**src/rtl/adb_kbd_queue_pkg.sv**
```systemverilog
// rtl/adb_kbd_queue_pkg.sv - shared types and constants for the ADB keyboard queue
// Contents: parser state enum, queued event struct, ADB modifier keycodes,
// PS/2 prefix bytes, Pause skip length, and a helper that spots keyboard
// status/ack bytes that carry no key information.
package adb_kbd_pkg;

  typedef enum logic [2:0] {
    PS_IDLE    = 3'd0,
    PS_EXT     = 3'd1,
    PS_BRK     = 3'd2,
    PS_EXT_BRK = 3'd3,
    PS_SKIP    = 3'd4
  } parse_state_e;

  typedef struct packed {
    logic       up;
    logic [6:0] code;
  } kbd_event_t;

  localparam logic [6:0] ADB_LSHIFT = 7'h38;
  localparam logic [6:0] ADB_RSHIFT = 7'h7B;
  localparam logic [6:0] ADB_LCTRL  = 7'h36;
  localparam logic [6:0] ADB_RCTRL  = 7'h7D;
  localparam logic [6:0] ADB_LOPT   = 7'h3A;
  localparam logic [6:0] ADB_ROPT   = 7'h7C;
  localparam logic [6:0] ADB_CMD    = 7'h37;
  localparam logic [6:0] ADB_CAPS   = 7'h39;

  localparam logic [7:0] PS2_EXT   = 8'hE0;
  localparam logic [7:0] PS2_BRK   = 8'hF0;
  localparam logic [7:0] PS2_PAUSE = 8'hE1;

  // The Pause key sends E1 followed by seven more bytes; all of them are eaten.
  localparam logic [2:0] PAUSE_SKIP_LEN = 3'd7;

  // Self-test pass, ack, echo and resend bytes from the keyboard.
  function automatic logic is_ps2_noise(input logic [7:0] b);
    return (b == 8'hAA) || (b == 8'hFA) || (b == 8'hEE) || (b == 8'hFE);
  endfunction

endpackage

```
**src/rtl/adb_kbd_queue_if.sv**
```systemverilog
// rtl/adb_kbd_queue_if.sv - PS/2 input and key-queue output bundle
// Signals: ps2_code/ps2_valid (scancode strobe), pop/flush (GLU side controls),
// key_code/key_up/key_valid (FIFO head), modifiers, count, overflow.
// master drives the inputs of the queue; slave is the queue itself.
interface adb_kbd_queue_if #(
  parameter int CW = 4
);
  logic [7:0]    ps2_code;
  logic          ps2_valid;
  logic          pop;
  logic          flush;
  logic [6:0]    key_code;
  logic          key_up;
  logic          key_valid;
  logic [4:0]    modifiers;
  logic [CW-1:0] count;
  logic          overflow;

  modport master (
    output ps2_code, ps2_valid, pop, flush,
    input  key_code, key_up, key_valid, modifiers, count, overflow
  );

  modport slave (
    input  ps2_code, ps2_valid, pop, flush,
    output key_code, key_up, key_valid, modifiers, count, overflow
  );
endinterface

```
**src/rtl/adb_kbd_xlate.sv**
```systemverilog
// rtl/adb_kbd_xlate.sv - registered PS/2 set-2 to ADB keycode lookup
// Ports: clk, reset; ext/code select the scancode ({ext, code[7:0]});
// hit/adb give the registered result one cycle later (hit=0: unmapped).
module adb_kbd_xlate (
  input  logic       clk,
  input  logic       reset,
  input  logic       ext,
  input  logic [7:0] code,
  output logic       hit,
  output logic [6:0] adb
);

  logic       hit_d;
  logic [6:0] adb_d;

  // Extended 12 and 59 (fake shifts) fall through to the unmapped default.
  always_comb begin
    hit_d = 1'b1;
    adb_d = 7'h00;
    case ({ext, code})
      9'h01C: adb_d = 7'h00;  9'h01B: adb_d = 7'h01;  9'h023: adb_d = 7'h02;
      9'h02B: adb_d = 7'h03;  9'h033: adb_d = 7'h04;  9'h034: adb_d = 7'h05;
      9'h01A: adb_d = 7'h06;  9'h022: adb_d = 7'h07;  9'h021: adb_d = 7'h08;
      9'h02A: adb_d = 7'h09;  9'h032: adb_d = 7'h0B;  9'h015: adb_d = 7'h0C;
      9'h01D: adb_d = 7'h0D;  9'h024: adb_d = 7'h0E;  9'h02D: adb_d = 7'h0F;
      9'h035: adb_d = 7'h10;  9'h02C: adb_d = 7'h11;  9'h016: adb_d = 7'h12;
      9'h01E: adb_d = 7'h13;  9'h026: adb_d = 7'h14;  9'h025: adb_d = 7'h15;
      9'h036: adb_d = 7'h16;  9'h02E: adb_d = 7'h17;  9'h055: adb_d = 7'h18;
      9'h046: adb_d = 7'h19;  9'h03D: adb_d = 7'h1A;  9'h04E: adb_d = 7'h1B;
      9'h03E: adb_d = 7'h1C;  9'h045: adb_d = 7'h1D;  9'h05B: adb_d = 7'h1E;
      9'h044: adb_d = 7'h1F;  9'h03C: adb_d = 7'h20;  9'h054: adb_d = 7'h21;
      9'h043: adb_d = 7'h22;  9'h04D: adb_d = 7'h23;  9'h05A: adb_d = 7'h24;
      9'h04B: adb_d = 7'h25;  9'h03B: adb_d = 7'h26;  9'h052: adb_d = 7'h27;
      9'h042: adb_d = 7'h28;  9'h04C: adb_d = 7'h29;  9'h05D: adb_d = 7'h2A;
      9'h041: adb_d = 7'h2B;  9'h04A: adb_d = 7'h2C;  9'h031: adb_d = 7'h2D;
      9'h03A: adb_d = 7'h2E;  9'h049: adb_d = 7'h2F;  9'h00D: adb_d = 7'h30;
      9'h029: adb_d = 7'h31;  9'h00E: adb_d = 7'h32;  9'h066: adb_d = 7'h33;
      9'h076: adb_d = 7'h35;  9'h014: adb_d = 7'h36;  9'h012: adb_d = 7'h38;
      9'h058: adb_d = 7'h39;  9'h011: adb_d = 7'h3A;  9'h059: adb_d = 7'h7B;
      9'h11F: adb_d = 7'h37;  9'h127: adb_d = 7'h37;  9'h114: adb_d = 7'h7D;
      9'h111: adb_d = 7'h7C;  9'h16B: adb_d = 7'h3B;  9'h174: adb_d = 7'h3C;
      9'h172: adb_d = 7'h3D;  9'h175: adb_d = 7'h3E;  9'h15A: adb_d = 7'h4C;
      9'h171: adb_d = 7'h75;
      default: hit_d = 1'b0;
    endcase
  end

  always_ff @(posedge clk) begin
    if (reset) begin
      hit <= 1'b0;
      adb <= 7'h00;
    end else begin
      hit <= hit_d;
      adb <= adb_d;
    end
  end

endmodule

```
**src/rtl/adb_kbd_queue.sv**
```systemverilog
// rtl/adb_kbd_queue.sv - PS/2 scancode parser, ADB translation and key event FIFO
// Ports: clk, reset (sync, active-high); bus (adb_kbd_queue_if.slave) carries
// ps2_code/ps2_valid in, pop/flush in, key_code/key_up/key_valid/modifiers/
// count/overflow out. Optional: ADB_KBD_REPEAT_FILTER_EN drops typematic
// repeat makes using a 128-bit key-down map.
import adb_kbd_pkg::*;

module adb_kbd_queue #(
  parameter int DEPTH = 8,
  parameter int CW    = 4
) (
  input logic           clk,
  input logic           reset,
  adb_kbd_queue_if.slave bus
);

  localparam logic [2:0] S_IDLE    = 3'(PS_IDLE);
  localparam logic [2:0] S_EXT     = 3'(PS_EXT);
  localparam logic [2:0] S_BRK     = 3'(PS_BRK);
  localparam logic [2:0] S_EXT_BRK = 3'(PS_EXT_BRK);
  localparam logic [2:0] S_SKIP    = 3'(PS_SKIP);

  // ---------------- parser ----------------
  logic [2:0] state_q, state_d;
  logic [2:0] skip_q, skip_d;
  logic       ev_now, ext_now, brk_now;

  assign ext_now = (state_q == S_EXT) || (state_q == S_EXT_BRK);
  assign brk_now = (state_q == S_BRK) || (state_q == S_EXT_BRK);

  always_comb begin
    state_d = state_q;
    skip_d  = skip_q;
    ev_now  = 1'b0;
    if (bus.ps2_valid) begin
      case (state_q)
        S_IDLE: begin
          if (bus.ps2_code == PS2_EXT) begin
            state_d = S_EXT;
          end else if (bus.ps2_code == PS2_BRK) begin
            state_d = S_BRK;
          end else if (bus.ps2_code == PS2_PAUSE) begin
            state_d = S_SKIP;
            skip_d  = PAUSE_SKIP_LEN;
          end else if (!is_ps2_noise(bus.ps2_code)) begin
            ev_now = 1'b1;
          end
        end
        S_EXT: begin
          if (bus.ps2_code == PS2_BRK) begin
            state_d = S_EXT_BRK;
          end else begin
            ev_now  = 1'b1;
            state_d = S_IDLE;
          end
        end
        S_BRK, S_EXT_BRK: begin
          ev_now  = 1'b1;
          state_d = S_IDLE;
        end
        S_SKIP: begin
          skip_d = skip_q - 3'd1;
          if (skip_q <= 3'd1) begin
            skip_d  = 3'd0;
            state_d = S_IDLE;
          end
        end
        default: state_d = S_IDLE;
      endcase
    end
  end

  always_ff @(posedge clk) begin
    if (reset) begin
      state_q <= S_IDLE;
      skip_q  <= 3'd0;
    end else begin
      state_q <= state_d;
      skip_q  <= skip_d;
    end
  end

  // ---------------- lookup stage ----------------
  // The ROM registers every cycle; ev_pend_q marks which results are real events.
  logic       lk_hit;
  logic [6:0] lk_adb;
  logic       ev_pend_q, ev_up_q;

  adb_kbd_xlate u_xlate (
    .clk   (clk),
    .reset (reset),
    .ext   (ext_now),
    .code  (bus.ps2_code),
    .hit   (lk_hit),
    .adb   (lk_adb)
  );

  always_ff @(posedge clk) begin
    if (reset) begin
      ev_pend_q <= 1'b0;
      ev_up_q   <= 1'b0;
    end else begin
      ev_pend_q <= ev_now;
      ev_up_q   <= brk_now;
    end
  end

  logic lk_event, lk_make, repeat_make, push;
  assign lk_event = ev_pend_q && lk_hit;
  assign lk_make  = lk_event && !ev_up_q;

`ifdef ADB_KBD_REPEAT_FILTER_EN
  logic [127:0] down_q;
  assign repeat_make = lk_make && down_q[lk_adb];

  always_ff @(posedge clk) begin
    if (reset) begin
      down_q <= '0;
    end else if (lk_event) begin
      down_q[lk_adb] <= !ev_up_q;
    end
  end
`else
  assign repeat_make = 1'b0;
`endif

  assign push = lk_event && !repeat_make;

  // ---------------- modifiers ----------------
  // Left/right keys are tracked separately so releasing one side keeps the
  // modifier active while the other is still held.
  logic sh_l_q, sh_r_q, ctl_l_q, ctl_r_q, opt_l_q, opt_r_q, cmd_q, caps_q;

  always_ff @(posedge clk) begin
    if (reset) begin
      {sh_l_q, sh_r_q, ctl_l_q, ctl_r_q, opt_l_q, opt_r_q, cmd_q, caps_q} <= '0;
    end else if (lk_event) begin
      case (lk_adb)
        ADB_LSHIFT: sh_l_q  <= !ev_up_q;
        ADB_RSHIFT: sh_r_q  <= !ev_up_q;
        ADB_LCTRL:  ctl_l_q <= !ev_up_q;
        ADB_RCTRL:  ctl_r_q <= !ev_up_q;
        ADB_LOPT:   opt_l_q <= !ev_up_q;
        ADB_ROPT:   opt_r_q <= !ev_up_q;
        ADB_CMD:    cmd_q   <= !ev_up_q;
        ADB_CAPS:   if (lk_make && !repeat_make) caps_q <= !caps_q;
        default: ;
      endcase
    end
  end

  assign bus.modifiers = {cmd_q, opt_l_q | opt_r_q, caps_q,
                          ctl_l_q | ctl_r_q, sh_l_q | sh_r_q};

  // ---------------- FIFO ----------------
  kbd_event_t    mem [DEPTH];
  kbd_event_t    last_q, head;
  logic [CW-2:0] wr_ptr, rd_ptr;
  logic [CW-1:0] count_q;
  logic          overflow_q;
  logic          empty, full, pop_ok, push_ok, drop;

  assign empty   = (count_q == '0);
  assign full    = (count_q == CW'(DEPTH));
  assign pop_ok  = bus.pop && !empty;
  // A pop at full frees the slot this push takes, so both proceed.
  assign push_ok = push && !bus.flush && (!full || pop_ok);
  assign drop    = push && !bus.flush && full && !pop_ok;

  always_ff @(posedge clk) begin
    if (!reset && push_ok) begin
      mem[wr_ptr] <= '{up: ev_up_q, code: lk_adb};
    end
  end

  always_ff @(posedge clk) begin
    if (reset) begin
      wr_ptr     <= '0;
      rd_ptr     <= '0;
      count_q    <= '0;
      overflow_q <= 1'b0;
      last_q     <= '0;
    end else begin
      // Remembers the head so the outputs hold steady once the queue drains.
      if (!empty) last_q <= mem[rd_ptr];
      if (drop) overflow_q <= 1'b1;
      if (bus.flush) begin
        wr_ptr  <= '0;
        rd_ptr  <= '0;
        count_q <= '0;
      end else begin
        if (push_ok) wr_ptr <= wr_ptr + 1'b1;
        if (pop_ok)  rd_ptr <= rd_ptr + 1'b1;
        count_q <= count_q + CW'(push_ok) - CW'(pop_ok);
      end
    end
  end

  assign head          = empty ? last_q : mem[rd_ptr];
  assign bus.key_code  = head.code;
  assign bus.key_up    = head.up;
  assign bus.key_valid = !empty;
  assign bus.count     = count_q;
  assign bus.overflow  = overflow_q;

endmodule

```
**src/flat_wrapper.sv**
```systemverilog
// flat-port wrapper written by rule: the top's interface ports become plain ports
module adb_kbd_queue_flat 
#(
  parameter int DEPTH = 8,
  parameter int CW    = 4
)
  (clk, reset, bus_ps2_code, bus_ps2_valid, bus_pop, bus_flush, bus_key_code, bus_key_up, bus_key_valid, bus_modifiers, bus_count, bus_overflow);
  adb_kbd_queue_if #(.CW(CW)) bus_i ();
  input logic clk;
  input logic reset;
  input wire logic [$bits(bus_i.ps2_code)-1:0] bus_ps2_code;
  input wire logic [$bits(bus_i.ps2_valid)-1:0] bus_ps2_valid;
  input wire logic [$bits(bus_i.pop)-1:0] bus_pop;
  input wire logic [$bits(bus_i.flush)-1:0] bus_flush;
  output wire logic [$bits(bus_i.key_code)-1:0] bus_key_code;
  output wire logic [$bits(bus_i.key_up)-1:0] bus_key_up;
  output wire logic [$bits(bus_i.key_valid)-1:0] bus_key_valid;
  output wire logic [$bits(bus_i.modifiers)-1:0] bus_modifiers;
  output wire logic [$bits(bus_i.count)-1:0] bus_count;
  output wire logic [$bits(bus_i.overflow)-1:0] bus_overflow;
  assign bus_i.ps2_code = bus_ps2_code;
  assign bus_i.ps2_valid = bus_ps2_valid;
  assign bus_i.pop = bus_pop;
  assign bus_i.flush = bus_flush;
  assign bus_key_code = bus_i.key_code;
  assign bus_key_up = bus_i.key_up;
  assign bus_key_valid = bus_i.key_valid;
  assign bus_modifiers = bus_i.modifiers;
  assign bus_count = bus_i.count;
  assign bus_overflow = bus_i.overflow;
  adb_kbd_queue #(.DEPTH(DEPTH), .CW(CW)) u_core (.clk(clk), .reset(reset), .bus(bus_i));
endmodule
```
**config.mk**
```make
export PLATFORM = sky130hd
export DESIGN_NAME = adb_kbd_queue_flat
export DESIGN_NICKNAME = d
export VERILOG_FILES = /design/src/rtl/adb_kbd_queue_pkg.sv /design/src/rtl/adb_kbd_queue_if.sv /design/src/rtl/adb_kbd_xlate.sv /design/src/rtl/adb_kbd_queue.sv /design/src/flat_wrapper.sv
export SDC_FILE = /design/constraint.sdc
export NUM_CORES = 1
export LEC_CHECK = 0
export CAP_MARGIN = 20
export CORE_MARGIN = 1.5
export CORE_UTILIZATION = 40
export DETAILED_ROUTE_END_ITERATION = 8
export SETUP_SLACK_MARGIN = 0.5
export SYNTH_ARGS = -nofsm -noshare
export SYNTH_HDL_FRONTEND = slang
export SYNTH_SLANG_ARGS = --single-unit
```
**constraint.sdc**
```tcl
create_clock -name clk -period 2.8 [get_ports clk]
set_input_delay 0.42 -clock clk [delete_from_list [all_inputs] [get_ports clk]]
set_output_delay 0.42 -clock clk [all_outputs]
set_load 0.03 [all_outputs]
```
* After elaboration in Yosys (flattened, before gate mapping)
Memories as Yosys holds them, arrays and structs flattened. A register that Yosys moved wholly into a read port is not among the register bits. Cells that the tools add are included.
Word-level totals: flip-flop bits (word level) 43, memory bits (writable) 64, input bits 13, output and inout port bits 19, logic and storage cells 186, memories 1
Cells by class: add/sub/neg operators 5, order comparisons 1, equal/unequal tests 92, multiplexer cells 24, bitwise gates (word level) 4, reduce and logical (&&, ||, !) cells 39
Memories:
- u_core.mem | words 8, bits a word 8, read ports 1, clocked after memory_dff 1, write ports 1, line adb_kbd_queue.sv:156 | kbd_event_t mem [DEPTH];
Operators by type and width (number):
- one-hot mux 7 bit (65 select lines) | 1
- equality test 9 x 6 -> 1 bit (second input constant) | 23
- equality test 9 x 7 -> 1 bit (second input constant) | 22
- equality test 9 x 5 -> 1 bit (second input constant) | 10
- equality test 9 bit (second input constant) | 10
- OR reduction 67 bit | 1
- equality test 8 bit (second input constant) | 7
- equality test 7 x 6 -> 1 bit (second input constant) | 5
- 2-to-1 mux 3 bit | 10
- equality test 7 bit (second input constant) | 3
- equality test 9 x 4 -> 1 bit (second input constant) | 2
- AND reduction 2 bit | 7
- one-hot mux 3 bit (3 select lines) | 1
- logical AND 1 bit | 8
- 2-to-1 mux 1 bit | 8
- 2-to-1 mux 8 bit | 1
- OR reduction 2 bit | 4
- logical NOT 1 bit | 7
- adder 3 x 1 -> 3 bit (second input constant) | 2
- equality test 3 x 2 -> 1 bit (second input constant) | 2
- logical OR 1 bit | 6
- one-hot mux 3 bit (2 select lines) | 1
- AND reduction 3 bit | 2
- AND reduction 5 bit | 1
- other kinds (17) | 21

* Logic depth before layout (Yosys ltp)
depth in word-level cells 9, gate-level depth with buffers 14, depth with buffers taken out 12

* Hierarchy
Synthesis repeated with hierarchy kept, for this count alone.
Unflattened totals: cells, all modules 601, area, all modules 5919.4 um^2
Modules (own cells, without submodules):
- adb_kbd_queue | times used 1, cells each 359, area each 4376.7 um^2, sequential area each 2682.6 um^2
- adb_kbd_xlate | times used 1, cells each 242, area each 1542.7 um^2, sequential area each 160.2 um^2

* Worst setup path before layout
No wires, ideal clock.
path type reg-to-reg, from register u_core.count_q[2], in the netlist u_core.bus.count[2], to register u_core.count_q[3], in the netlist u_core.bus.count[3], library setup time 0.128 ns, data arrival time 2.599 ns, required time 2.672 ns, slack 0.073 ns, cell stages (with the launch flop) 15, path buffers 2, clock period less this slack 2.727 ns, cell sequence dfxtp_1 inv_1 ha_1 and2_1 clkbuf_1 inv_1 and2_1 clkbuf_1 ha_1 inv_1 ha_1 a21o_1 a21oi_1 xnor2_1 nor2_1
On the way: word-level cells in the longest chain between the ends 7, elaborated cells between the ends (all ways) 9, those cells by class add/sub: 2; eq/ne: 1; reduce/logical: 6
RTL lines:
- start: declaration | line adb_kbd_queue.sv:159 | logic [CW-1:0] count_q;
- start signal: assignment | line adb_kbd_queue.sv:194 | count_q <= count_q + CW'(push_ok) - CW'(pop_ok);
- logical NOT 4 bit (*) | line adb_kbd_queue.sv:163 | assign empty = (count_q == '0);
- logical NOT 1 bit (*)
- net bus_key_valid | line flat_wrapper.sv:17 | output wire logic [$bits(bus_i.key_valid)-1:0] bus_key_valid;
- logical AND 1 bit (*) | line adb_kbd_queue.sv:165 | assign pop_ok = bus.pop && !empty;
- net u_core.pop_ok | line adb_kbd_queue.sv:161 | logic empty, full, pop_ok, push_ok, drop;
- logical OR 1 bit | line adb_kbd_queue.sv:167 | assign push_ok = push && !bus.flush && (!full || pop_ok);
- logical AND 1 bit | line adb_kbd_queue.sv:167
- adder 4 x 1 -> 4 bit | line adb_kbd_queue.sv:194
- subtractor 4 x 1 -> 4 bit (*) | line adb_kbd_queue.sv:194
The timed path passes the listed nets; every way through them passes the cells marked *. A chain may end at the register's enable or synchronous reset.

* Worst setup path after layout
from input bus_ps2_code[0], to register u_core.u_xlate.adb[2]
On the way: word-level cells in the longest chain between the ends 3, elaborated cells between the ends (all ways) 68, those cells by class eq/ne: 66; mux: 1; reduce/logical: 1
RTL lines:
- start: declaration | line flat_wrapper.sv:11 | input wire logic [$bits(bus_i.ps2_code)-1:0] bus_ps2_code;
- equality test 9 bit | line adb_kbd_xlate.sv:20 | case ({ext, code})
- OR reduction 2 bit (no line)
- one-hot mux 7 bit (65 select lines) (*) | line adb_kbd_xlate.sv:20
- end signal: assignment | line adb_kbd_xlate.sv:51 | adb <= 7'h00;
- end signal: assignment | line adb_kbd_xlate.sv:54 | adb <= adb_d;
- end: declaration | line adb_kbd_xlate.sv:10 | output logic [6:0] adb
Mark *: on every way between the ends. The rest lies on a longest branch, timed or not.

==> results.sh <==
export IMPL_worstPathMaxFanout=12
export IMPL_area_delta_synth_final_pct=21.9
export IMPL_finalCritPeriodShare_pct=81.2
export IMPL_cap_violations=0
export IMPL_antenna_left=0
export IMPL_synth_top_family_by_area="simple AND/OR/NAND/NOR gates"
export IMPL_synth_xor_area_share_pct=2.08
export IMPL_clockRootBuffer="clkbuf_16"
export IMPL_cts_made_buffers=9
export IMPL_crit_chain="dlygate4sd2_1 > or4b_4 > a2111oi_4 > buf_4 > nand4b_1 > nor3_1 > a41oi_1"
export IMPL_cts_hold_buf=0
export IMPL_syn_area_um2=5890
export IMPL_yosysSeqAreaShare_pct=48.3
export IMPL_pin_count=32
export IMPL_ys_ff_latch=110
export IMPL_clkSlewWorstSetupHoldPaths_ps=80
export IMPL_cts_sinks=110
export IMPL_skew_ps=15.2
export IMPL_track_usage_pct=19.9
export IMPL_grt_pass1_wl_um=24500
export IMPL_clk_latency_ps=350
export IMPL_synthArstFlopShare_pct=0
export IMPL_crit_path_start_kind="input port"
export IMPL_antenna_found_initial=0
export IMPL_fp_dieArea_um2=15500
export IMPL_utilization_pct=49.6
export IMPL_port_buffers=31
export IMPL_h_tree_depth=3
export IMPL_regToRegSetupSlack_ps=610
export IMPL_finalPower_mw=4.34
export IMPL_slowest_stage="or4b_4"
export IMPL_yosysMostFrequentCell="edfxtp_1"
export IMPL_finalCriticalPeriod_ps=2270
export IMPL_synth_compound_area_share_pct=12.1
export IMPL_syn_avg_cell_area_um2=10.4
export IMPL_path_delay_family="simple AND/OR/NAND/NOR gates"
export IMPL_drive_above_1_share_pct=23.3
export IMPL_critPathArrivalTime_ps=2540
export IMPL_synth_flop_cell="edfxtp_1"
export IMPL_insertedDiodeCount=0
export IMPL_status="finished clean"
export IMPL_yosysUniqueCellTypes=66
export IMPL_synth_fa_ha_area_share_pct=2.46
export IMPL_critPathMaxStageDelay_ps=570
export IMPL_die_h_um=124
export IMPL_wl_per_cell_um=18.5
export IMPL_grt_max_degree=27
export IMPL_max_slew_worst_pin_slew_ps=603
export IMPL_synth_simple_area_share_pct=21.7
export IMPL_firstDrtPassIters=5
export IMPL_rsz0062_at_grt="yes"
export IMPL_ir_drop_mv=0.345
export IMPL_drc_errors=0
export IMPL_cts_buffer_depth=2
export IMPL_synth_cells=567
export IMPL_clock_fmax_mhz=440
export IMPL_core_um2=14500
export IMPL_required_ps=3070
export IMPL_finalHoldViolCount=0
export IMPL_grt_overflow_total=0
export IMPL_synth_top_cell_area_share_pct=32.6
export IMPL_place_hpwl_um=11400
export IMPL_finalSetupViolations=0
export IMPL_synth_area_leader_cell="edfxtp_1"
export IMPL_die_x_um=124
export IMPL_end_kind="register"
export IMPL_rows=44
export IMPL_relSlewSlack_pct=59.7
export IMPL_hp_class="reg2reg"
export IMPL_viasPerCell=5.76
export IMPL_first_global_vias=4713
export IMPL_synth_area_mux_share_pct=8.84
export IMPL_finalWeightedCongestion=1.02
export IMPL_final_cells=824
export IMPL_ys_top_cells_by_area="edfxtp_1 33%, dfxtp_1 16%, mux4_2 6.1%"
export IMPL_crit_buf_inv=2
export IMPL_initial_core_util_pct=40.7
export IMPL_dp_cells=803
export IMPL_powerDensity_nw_per_um2=605
export IMPL_cts_tree="yes"
export IMPL_maxSlewViolCount=0
export IMPL_leakage_nw=2.50
export IMPL_synth_edf_count=64
export IMPL_yosys_warnings=0
export IMPL_synth_nets=591
export IMPL_drt_total_wl_um=15200
export IMPL_dr_total_vias=4748
export IMPL_criticalPathCategory="in2reg"
export IMPL_netlist_top_cells_count="64 x edfxtp_1, 61 x nor2_1, 46 x dfxtp_1, 44 x nand2_1, 24 x nor2b_1"
export IMPL_layout_nets=659
export IMPL_first_iter_violations=450
-- power breakdown --
group,internal [mW],leakage (nW),switching [mW]
registers,1.78,0.971,0.0450
logic,0.549,1.39,0.722
clock network,0.630,0.146,0.609
total,2.96,2.50,1.38
-- layout make-up --
class                           count  area (um2)
Fill cell                        1307        7300
Sequential cell                   110        2860
Multi-Input combinational cell    397        2840
Timing Repair Buffer              101         887
Tap cell                          184         230
Clock buffer                        9         225
Clock inverter                      7        71.3
Inverter                           16        65.1
-- cells in the final DEF, fill, tap and decap left out, drive strengths merged, types with 6 or more instances in the layout --
cell type / instances
a21oi: 16
buf: 78
nor3: 25
o21ai: 27
nand2: 44
clkdlybuf4s50: 16
clkbuf: 9
a31oi: 7
ha: 10
nand4: 7
dfxtp: 46
nor2: 61
nor2b: 24
and2: 6
inv: 20
or2: 6
mux2i: 16
nand3: 16
a22oi: 7
mux4: 16
nand2b: 16
nor4: 9
xnor2: 9
edfxtp: 64
-- sequential cells by signal, indices dropped and copies added, names as in the netlist, 3 cells and up, named ones only --
signal / count
u_core.rd_ptr: 3
u_core.wr_ptr: 3
u_core.mem: 64
u_core.state_q: 3
u_core.skip_q: 3
u_core.last_q: 8
u_core.u_xlate.adb: 7
u_core.bus.count: 4
-- through the flow --
step / setup slack [ps] / hold slack (ps) / area, um2 / TNS (ps)
3_3_place_gp: 55.4 / 458 / 6770 / 0
4_1_cts: 488 / 485 / 7060 / 0
6_report: 527 / 480 / 7180 / 0
2_1_floorplan: 462 / 450 / 5920 / 0
3_5_place_dp: -8.55 / 471 / 6770 / -9.48
5_1_grt: 455 / 500 / 7180 / 0
-- cells by family after synthesis --
logic type,Yosys count
AO/OA/AOI/OAI,100
XOR/XNOR,14
adder cells (fa/ha/maj),11
buffers and inverters,60
flip-flops,110
multiplexers,32
AND/OR/NAND/NOR,240
-- worst min-delay path: cells and delay by family (launching register included) --
kind,cells,cell delay (ps)
AO/OA/AOI/OAI,1,40
flip-flops,1,340
AND/OR/NAND/NOR,1,70
-- routing by layer --
metal	wire, um	track usage [%]
met2	7390	33.7
met1	6330	24.2
met4	706	9.40
met5	0	0
met3	786	3.99
-- path summary, 6_finish.rpt --
kind,start,depth (start not counted),to
max reg2reg,u_core.state_q[0],9,u_core.u_xlate.hit
min,u_core.bus.overflow,2,u_core.bus.overflow
min reg2reg,u_core.bus.overflow,2,u_core.bus.overflow
max,bus_ps2_code[0],7,u_core.u_xlate.adb[2]
-- what timing repair did --
| action | in CTS | in global routing |
|---|---|---|
| cloned | 1 | 0 |
| endpoints found under the setup margin | 16 | 21 |
| resized for setup | 48 | 36 |
| endpoints found under the hold margin | 0 | 0 |
| pin swaps | 0 | 5 |
| buffers inserted | 0 | 4 |
Power figures use the tool's default switching activity.
